--- src/rtl/sega_joy_pkg.sv ---
// Shared types and constants for the Sega joystick scan controller.
// Contents:
//   state_t     - sequencer FSM states
//   pad_type_t  - pad classification reported to the host
//   BTN_*       - bit positions inside the 12-bit active-high button word
//   PIN_*       - bit positions of the 6 active-low connector pins
//   PH_*        - SEL phases in which the decoder captures something
package sega_joy_pkg;

  typedef enum logic [1:0] {
    S_IDLE,
    S_SCAN,
    S_COMMIT
  } state_t;

  typedef enum logic [1:0] {
    PAD_NONE = 2'b00,
    PAD_3BTN = 2'b01,
    PAD_6BTN = 2'b10
  } pad_type_t;

  localparam int BTN_W     = 12;
  localparam int PIN_W     = 6;

  localparam int BTN_UP    = 0;
  localparam int BTN_DN    = 1;
  localparam int BTN_LT    = 2;
  localparam int BTN_RT    = 3;
  localparam int BTN_B     = 4;
  localparam int BTN_C     = 5;
  localparam int BTN_A     = 6;
  localparam int BTN_START = 7;
  localparam int BTN_Z     = 8;
  localparam int BTN_Y     = 9;
  localparam int BTN_X     = 10;
  localparam int BTN_MODE  = 11;

  localparam int PIN_UP    = 0;
  localparam int PIN_DN    = 1;
  localparam int PIN_LT    = 2;
  localparam int PIN_RT    = 3;
  localparam int PIN_BA    = 4;  // B with SEL high, A with SEL low
  localparam int PIN_CS    = 5;  // C with SEL high, START with SEL low

  localparam logic [2:0] PH_BASE = 3'd0;  // SEL high: d-pad, B, C
  localparam logic [2:0] PH_ID   = 3'd1;  // SEL low: LT/RT low => connected, A, START
  localparam logic [2:0] PH_SIX  = 3'd5;  // SEL low: all d-pad low => 6-button
  localparam logic [2:0] PH_EXT  = 3'd6;  // SEL high: Z, Y, X, MODE

endpackage

--- src/rtl/sega_pad_decoder.sv ---
// Per-pad input path and classifier.
// Synchronizes the raw connector pins, captures the pin states in the scan
// phases that carry information, and presents the status word and pad type
// that the sequencer loads at commit time.
// Ports:
//   clk, reset_n  - clock, asynchronous active-low reset
//   pins          - raw active-low connector pins (asynchronous)
//   phase         - current SEL phase 0..7
//   sample        - strobe on the last cycle of a phase
//   scan_start    - strobe on the cycle a scan begins
//   status_nxt    - 12-bit active-high button word for the next commit
//   type_nxt      - pad classification for the next commit
module sega_pad_decoder
  import sega_joy_pkg::*;
(
  input  logic             clk,
  input  logic             reset_n,
  input  logic [PIN_W-1:0] pins,
  input  logic [2:0]       phase,
  input  logic             sample,
  input  logic             scan_start,
  output logic [BTN_W-1:0] status_nxt,
  output pad_type_t        type_nxt
);

  logic [PIN_W-1:0] sync1_q, sync2_q;
  logic [BTN_W-1:0] shadow_q, shadow_d;
  logic             conn_q, conn_d;
  logic             six_q, six_d;
  logic [PIN_W-1:0] p;

  // Pins are asynchronous to clk; two flops before anything looks at them.
  // NOTE: every flop here is reset, including the shadow word; the
  // synchronizer resets to all-ones, which reads as "pins released".
  always_ff @(posedge clk or negedge reset_n) begin
    if (!reset_n) begin
      sync1_q  <= '1;
      sync2_q  <= '1;
      shadow_q <= '0;
      conn_q   <= 1'b0;
      six_q    <= 1'b0;
    end else begin
      // NOTE: non-blocking assignments so every flop samples pre-edge values.
      sync1_q  <= pins;
      sync2_q  <= sync1_q;
      shadow_q <= shadow_d;
      conn_q   <= conn_d;
      six_q    <= six_d;
    end
  end

  assign p = ~sync2_q;

  always_comb begin
    // NOTE: defaults first so no path leaves a variable unassigned (no latch).
    shadow_d = shadow_q;
    conn_d   = conn_q;
    six_d    = six_q;
    if (scan_start) begin
      // Forget last scan's detection so an unplugged pad reads as none.
      conn_d = 1'b0;
      six_d  = 1'b0;
    end else if (sample) begin
      case (phase)
        PH_BASE: shadow_d[5:0] = p;
        PH_ID: begin
          conn_d              = p[PIN_LT] & p[PIN_RT];
          shadow_d[BTN_A]     = p[PIN_BA];
          shadow_d[BTN_START] = p[PIN_CS];
        end
        PH_SIX:  six_d = p[PIN_UP] & p[PIN_DN] & p[PIN_LT] & p[PIN_RT];
        PH_EXT:  shadow_d[11:8] = p[3:0];
        default: ;
      endcase
    end
  end

  always_comb begin
    status_nxt = '0;
    type_nxt   = PAD_NONE;
    if (conn_q) begin
      if (six_q) begin
        status_nxt = shadow_q;
        type_nxt   = PAD_6BTN;
      end else begin
        status_nxt = {4'b0, shadow_q[7:0]};
        type_nxt   = PAD_3BTN;
      end
    end
  end

endmodule

--- src/rtl/sega_pad_sequencer.sv ---
// Scan controller for the two Sega joystick ports.
// Idles with SEL high, then steps SEL through the 8-phase (or 2-phase)
// protocol, and commits both pads' status and type in one cycle.
// A host read in progress (freeze) defers the commit, never the scan.
// Ports:
//   clk, reset_n     - clock, asynchronous active-low reset
//   sj1, sj2         - raw active-low pad pins
//   freeze           - hold published status while the host reads
//   sj1_sel, sj2_sel - SEL to both pads (identical)
//   status1, status2 - active-high button words
//   type1, type2     - pad type: 00 none, 01 3-button, 10 6-button
//   scan_done        - one-cycle pulse when new status is published
module sega_pad_sequencer
  import sega_joy_pkg::*;
#(
  parameter int PHASE_CYCLES = 100,
  parameter int IDLE_CYCLES  = 100000,
  parameter int SIX_BTN_EN   = 1
) (
  input  logic             clk,
  input  logic             reset_n,
  input  logic [PIN_W-1:0] sj1,
  input  logic [PIN_W-1:0] sj2,
  input  logic             freeze,
  output logic             sj1_sel,
  output logic             sj2_sel,
  output logic [BTN_W-1:0] status1,
  output logic [BTN_W-1:0] status2,
  output logic [1:0]       type1,
  output logic [1:0]       type2,
  output logic             scan_done
);

  localparam int CNT_MAX = (IDLE_CYCLES > PHASE_CYCLES) ? IDLE_CYCLES : PHASE_CYCLES;
  localparam int CNT_W   = $clog2(CNT_MAX + 1);
  localparam logic [CNT_W-1:0] IDLE_LOAD  = CNT_W'(IDLE_CYCLES - 1);
  localparam logic [CNT_W-1:0] PHASE_LOAD = CNT_W'(PHASE_CYCLES - 1);
  localparam logic [2:0]       LAST_PHASE = (SIX_BTN_EN != 0) ? 3'd7 : 3'd1;

  state_t           state_q, state_d;
  logic [CNT_W-1:0] cnt_q, cnt_d;  // idle countdown or phase countdown
  logic [2:0]       phase_q, phase_d;
  logic             sel_q, sel_d;
  logic [BTN_W-1:0] status1_q, status1_d, status2_q, status2_d;
  pad_type_t        type1_q, type1_d, type2_q, type2_d;
  logic             scan_done_q, scan_done_d;

  logic             sample, scan_start;
  logic [BTN_W-1:0] nxt_status1, nxt_status2;
  pad_type_t        nxt_type1, nxt_type2;

  sega_pad_decoder u_pad1 (
    .clk        (clk),
    .reset_n    (reset_n),
    .pins       (sj1),
    .phase      (phase_q),
    .sample     (sample),
    .scan_start (scan_start),
    .status_nxt (nxt_status1),
    .type_nxt   (nxt_type1)
  );

  sega_pad_decoder u_pad2 (
    .clk        (clk),
    .reset_n    (reset_n),
    .pins       (sj2),
    .phase      (phase_q),
    .sample     (sample),
    .scan_start (scan_start),
    .status_nxt (nxt_status2),
    .type_nxt   (nxt_type2)
  );

  always_ff @(posedge clk or negedge reset_n) begin
    if (!reset_n) begin
      state_q     <= S_IDLE;
      cnt_q       <= IDLE_LOAD;
      phase_q     <= 3'd0;
      sel_q       <= 1'b1;
      status1_q   <= '0;
      status2_q   <= '0;
      type1_q     <= PAD_NONE;
      type2_q     <= PAD_NONE;
      scan_done_q <= 1'b0;
    end else begin
      state_q     <= state_d;
      cnt_q       <= cnt_d;
      phase_q     <= phase_d;
      sel_q       <= sel_d;
      status1_q   <= status1_d;
      status2_q   <= status2_d;
      type1_q     <= type1_d;
      type2_q     <= type2_d;
      scan_done_q <= scan_done_d;
    end
  end

  always_comb begin
    state_d     = state_q;
    cnt_d       = cnt_q;
    phase_d     = phase_q;
    sel_d       = sel_q;
    status1_d   = status1_q;
    status2_d   = status2_q;
    type1_d     = type1_q;
    type2_d     = type2_q;
    scan_done_d = 1'b0;
    sample      = 1'b0;
    scan_start  = 1'b0;

    case (state_q)
      S_IDLE: begin
        sel_d = 1'b1;
        if (cnt_q == '0) begin
          state_d    = S_SCAN;
          phase_d    = 3'd0;
          cnt_d      = PHASE_LOAD;
          scan_start = 1'b1;
        end else begin
          cnt_d = cnt_q - CNT_W'(1);
        end
      end
      S_SCAN: begin
        if (cnt_q == '0) begin
          sample = 1'b1;
          if (phase_q == LAST_PHASE) begin
            state_d = S_COMMIT;
            sel_d   = 1'b1;
          end else begin
            phase_d = phase_q + 3'd1;
            // SEL is high in even phases; the next phase is even when this one is odd.
            sel_d   = phase_q[0];
            cnt_d   = PHASE_LOAD;
          end
        end else begin
          cnt_d = cnt_q - CNT_W'(1);
        end
      end
      S_COMMIT: begin
        sel_d = 1'b1;
        if (!freeze) begin
          status1_d   = nxt_status1;
          status2_d   = nxt_status2;
          type1_d     = nxt_type1;
          type2_d     = nxt_type2;
          scan_done_d = 1'b1;
          state_d     = S_IDLE;
          cnt_d       = IDLE_LOAD;
        end
      end
      default: begin
        state_d = S_IDLE;
        cnt_d   = IDLE_LOAD;
        sel_d   = 1'b1;
      end
    endcase
  end

  assign sj1_sel   = sel_q;
  assign sj2_sel   = sel_q;
  assign status1   = status1_q;
  assign status2   = status2_q;
  assign type1     = type1_q;
  assign type2     = type2_q;
  assign scan_done = scan_done_q;

endmodule

--- config.mk ---
export PLATFORM = sky130hd
export DESIGN_NAME = sega_pad_sequencer
export DESIGN_NICKNAME = d
export VERILOG_FILES = /design/src/rtl/sega_joy_pkg.sv /design/src/rtl/sega_pad_decoder.sv /design/src/rtl/sega_pad_sequencer.sv
export SDC_FILE = /design/constraint.sdc
export NUM_CORES = 1
export LEC_CHECK = 0
export BUFFER_PORTS_ARGS = -buffer_cell sky130_fd_sc_hd__buf_2
export CAP_MARGIN = 20
export CORE_MARGIN = 8
export CORE_UTILIZATION = 55
export CTS_BUF_LIST = sky130_fd_sc_hd__clkbuf_2
export CTS_CLUSTER_SIZE = 8
export DETAILED_ROUTE_END_ITERATION = 12
export HOLD_SLACK_MARGIN = 0.02
export PLACE_DENSITY = 0.74
export SLEW_MARGIN = 5
export SYNTH_ARGS = -nofsm -noshare
export SYNTH_HDL_FRONTEND = slang
export SYNTH_SLANG_ARGS = --single-unit
export TNS_END_PERCENT = 1
--- constraint.sdc ---
create_clock -name clk -period 3.5 [get_ports clk]
set_input_delay 0.7 -clock clk [delete_from_list [all_inputs] [get_ports clk]]
set_output_delay 0.7 -clock clk [all_outputs]
set_load 0.03 [all_outputs]
==> out/results.txt <==
Status: completed
XOR/XNOR share of the synthesized area: 0
Synth top cells by count: 89 x nand2_1, 69 x dfrtp_1, 40 x o21ai_1
TritonCTS clock tree: done
Vias in the first global route: 2818
Post-CTS Resized: 0
Crit Path Max Fanout: 15
Root buf cell: clkbuf_2
Port bufs: 45
Pin count of the biggest net entering global routing: 105
EDFF count, synth: 0
Initial core utilization: 0.558
Initial antenna violation count: 0
RSZ-0062 raised after global routing: false
Core ar.: 0.00761 sq mm
CP required: 4.02 ns
Drt wl/cell: 14.8 um
Final hold violations: 0
Final core occ: 0.613
Post-CTS setup buffer count: 0
Synth area leaders: dfrtp_1 41%, dfstp_2 22%, nand2_1 7.9%
Seq cells post-synth: 104
Die area: 0.0108 sq mm
Vias per Instance: 5.55
Adder-Cell Fraction of Synth Area: 0.0206
DR pass1 iterations: 5
Setup Total Neg Slack: 0 ns
Hold crit path type: input port to async pin
Leak pwr: 2.07 nW
Largest family of logic cells by synthesized area: simple AND/OR/NAND/NOR gates
Syn. warnings: 0
# nets final: 465
Post-synth top area share: 0.407
Gr usage total: 0.158
Setup slack after layout: 0.764 ns
Synth Area in Simple Gates: 0.190
Mux share of post-synthesis cell area: 0.00236
Cell with the most instances after synthesis: nand2_1
Max_cap viols: 0
DR DRC count: 0
FP Rows: 32
GP Congestion: 0.869
CTS Buf Count: 9
Synth Instances: 406
Placed Cells: 534
Critical path arrival: 3.25 ns
Drt total wl: 8150 um
Width of the die: 104 um
Clk slew on worst S/H paths: 0.28 ns
Max-slew violations: 0
Hold WS: 0.118 ns
Pre-CTS setup slack: 0.832 ns
Via total after detailed routing: 3055
Post-synthesis sequential area ratio: 0.624
H-tree Lvls: 3
Compound-Gate Fraction of Synth Area: 0.134
I/O pin total: 46
Grt total ovfl: 0
Async S/R FF share, synth: 1.00
Num Clock Sinks: 104
Fin crit share: 0.782
P per Cell Area: 482 mW/mm^2
First-pass GRT wire length: 14200 um
Synth unique cells: 48
Starting DRT DRC Count: 181
Post-Syn Area: 0.00424 sq mm
Max-slew headroom: 0.385
Post-DP HPWL: 5590 um
Synth Net Count: 428
Post-route ant nets: 0
Diodes inserted: 0
Syn avg cell area: 10.5 sq um
Die H: 104 um
Fmax: 366 MHz
Setup violations, final: 0
Fraction of layout instances using a drive strength above 1: 0.239
Final Non-Filler Cells: 550
Clock period minus worst slack: 2.74 ns
Setup crit end kind: register
Slew at the pin with the worst max-slew slack: 0.923 ns
Clock buffer depth: 2
Syn-to-layout area delta: 9.94%
Crit Path Class: register to register
Clk_lat worst skew: 0.56 ns
Peak VDD IR: 426 uV
Type of origin of the critical path: register
Post-synth top area cell: dfrtp_1
Clock Skews: 0.0305 ns
Hold-fix buffers, CTS: 0
Ys flop type: dfrtp_1
==> cell usage in the layout, fill, tap and decap left out, types with 3 or more instances in the layout <==
| master | instances |
|---|---|
| a21oi_1 | 7 |
| a31oi_1 | 5 |
| buf_2 | 44 |
| clkbuf_2 | 10 |
| dfrtp_1 | 69 |
| dfstp_2 | 35 |
| ha_1 | 7 |
| inv_1 | 7 |
| nand2_1 | 89 |
| nand3_1 | 20 |
| nand4_1 | 4 |
| nor2_1 | 10 |
| nor3_1 | 12 |
| nor4_1 | 5 |
| o21ai_0 | 33 |
| o21ai_1 | 40 |
| or3_1 | 3 |
| or4_1 | 4 |
==> per-stage QoR <==
stage	power, mW	area, sq um
final	2.25	4670
after global routing	2.37	4670
after CTS	2.28	4670
after detailed placement	1.67	4530
after global placement	1.65	4530
after floorplan	1.57	4240
==> metal layers <==
layer / up-vias / global-route usage / wire length, um
met1: 1439 / 0.224 / 3920
met4: 0 / 0.0631 / 104
met3: 12 / 0.0483 / 547
met2: 105 / 0.220 / 3570
li1: 1499 / - / -
met5: - / 0 / 0
==> sequential cells by signal (all words and copies together), names as in the netlist <==
signal,cells
cnt_q,17
phase_q,3
scan_done,1
sj1_sel,1
state_q,2
status1,12
status2,12
type1,2
type2,2
u_pad1.conn_q,1
u_pad1.shadow_q,12
u_pad1.six_q,1
u_pad1.sync1_q,6
u_pad1.sync2_q,6
u_pad2.conn_q,1
u_pad2.shadow_q,12
u_pad2.six_q,1
u_pad2.sync1_q,6
u_pad2.sync2_q,6
==> worst max-delay path, cell delays in order (launching register included) <==
cell and delay [ns]:
dfstp_2 0.44, inv_1 0.10, ha_1 0.21, nor4b_4 0.29
and4_1 0.59, nand4b_1 0.49, or3_1 0.46, a21oi_1 0.14
==> where the power goes <==
| part | switching [mW] | internal (mW) | total (mW) |
|---|---|---|---|
| logic | 0.122 | 0.0943 | 0.217 |
| registers | 0.108 | 1.33 | 1.44 |
| clock network | 0.405 | 0.189 | 0.594 |
| total | 0.635 | 1.61 | 2.25 |
==> area by class of cell <==
| type | count | area (sq um) |
|---|---|---|
| fillers | 646 | 2940 |
| flip-flops and latches | 104 | 2650 |
| multi-input cells | 274 | 1470 |
| repair buffers | 47 | 255 |
| well taps | 102 | 128 |
| clock inverters | 6 | 86.3 |
| clock buffers | 10 | 50.0 |
| inverters | 7 | 26.3 |
==> kinds of logic (layout without fill, tap and decap cells) <==
logic type,count (synthesis),in the layout
muxes,1,1
adders and majority gates,7,7
AOI/OAI and AO/OA,100,100
DFF,104,104
and+or+nand+nor,166,166
buffers and inverters,28,70
==> worst paths after layout <==
kind / startpoint / to / slack, ns / cells past startpoint
min: reset_n / status2[2] / 0.12 / 2
min reg2reg: u_pad1.sync1_q[3] / u_pad1.sync2_q[3] / 0.37 / 0
max in group asynchronous: reset_n / u_pad2.sync2_q[4] / 2.91 / 2
min in group clk: sj1[0] / u_pad1.sync1_q[0] / 0.19 / 1
max: cnt_q[1] / u_pad2.conn_q / 0.76 / 7
max reg2reg: cnt_q[1] / u_pad2.conn_q / 0.76 / 7
Power figures use the tool's default switching activity.
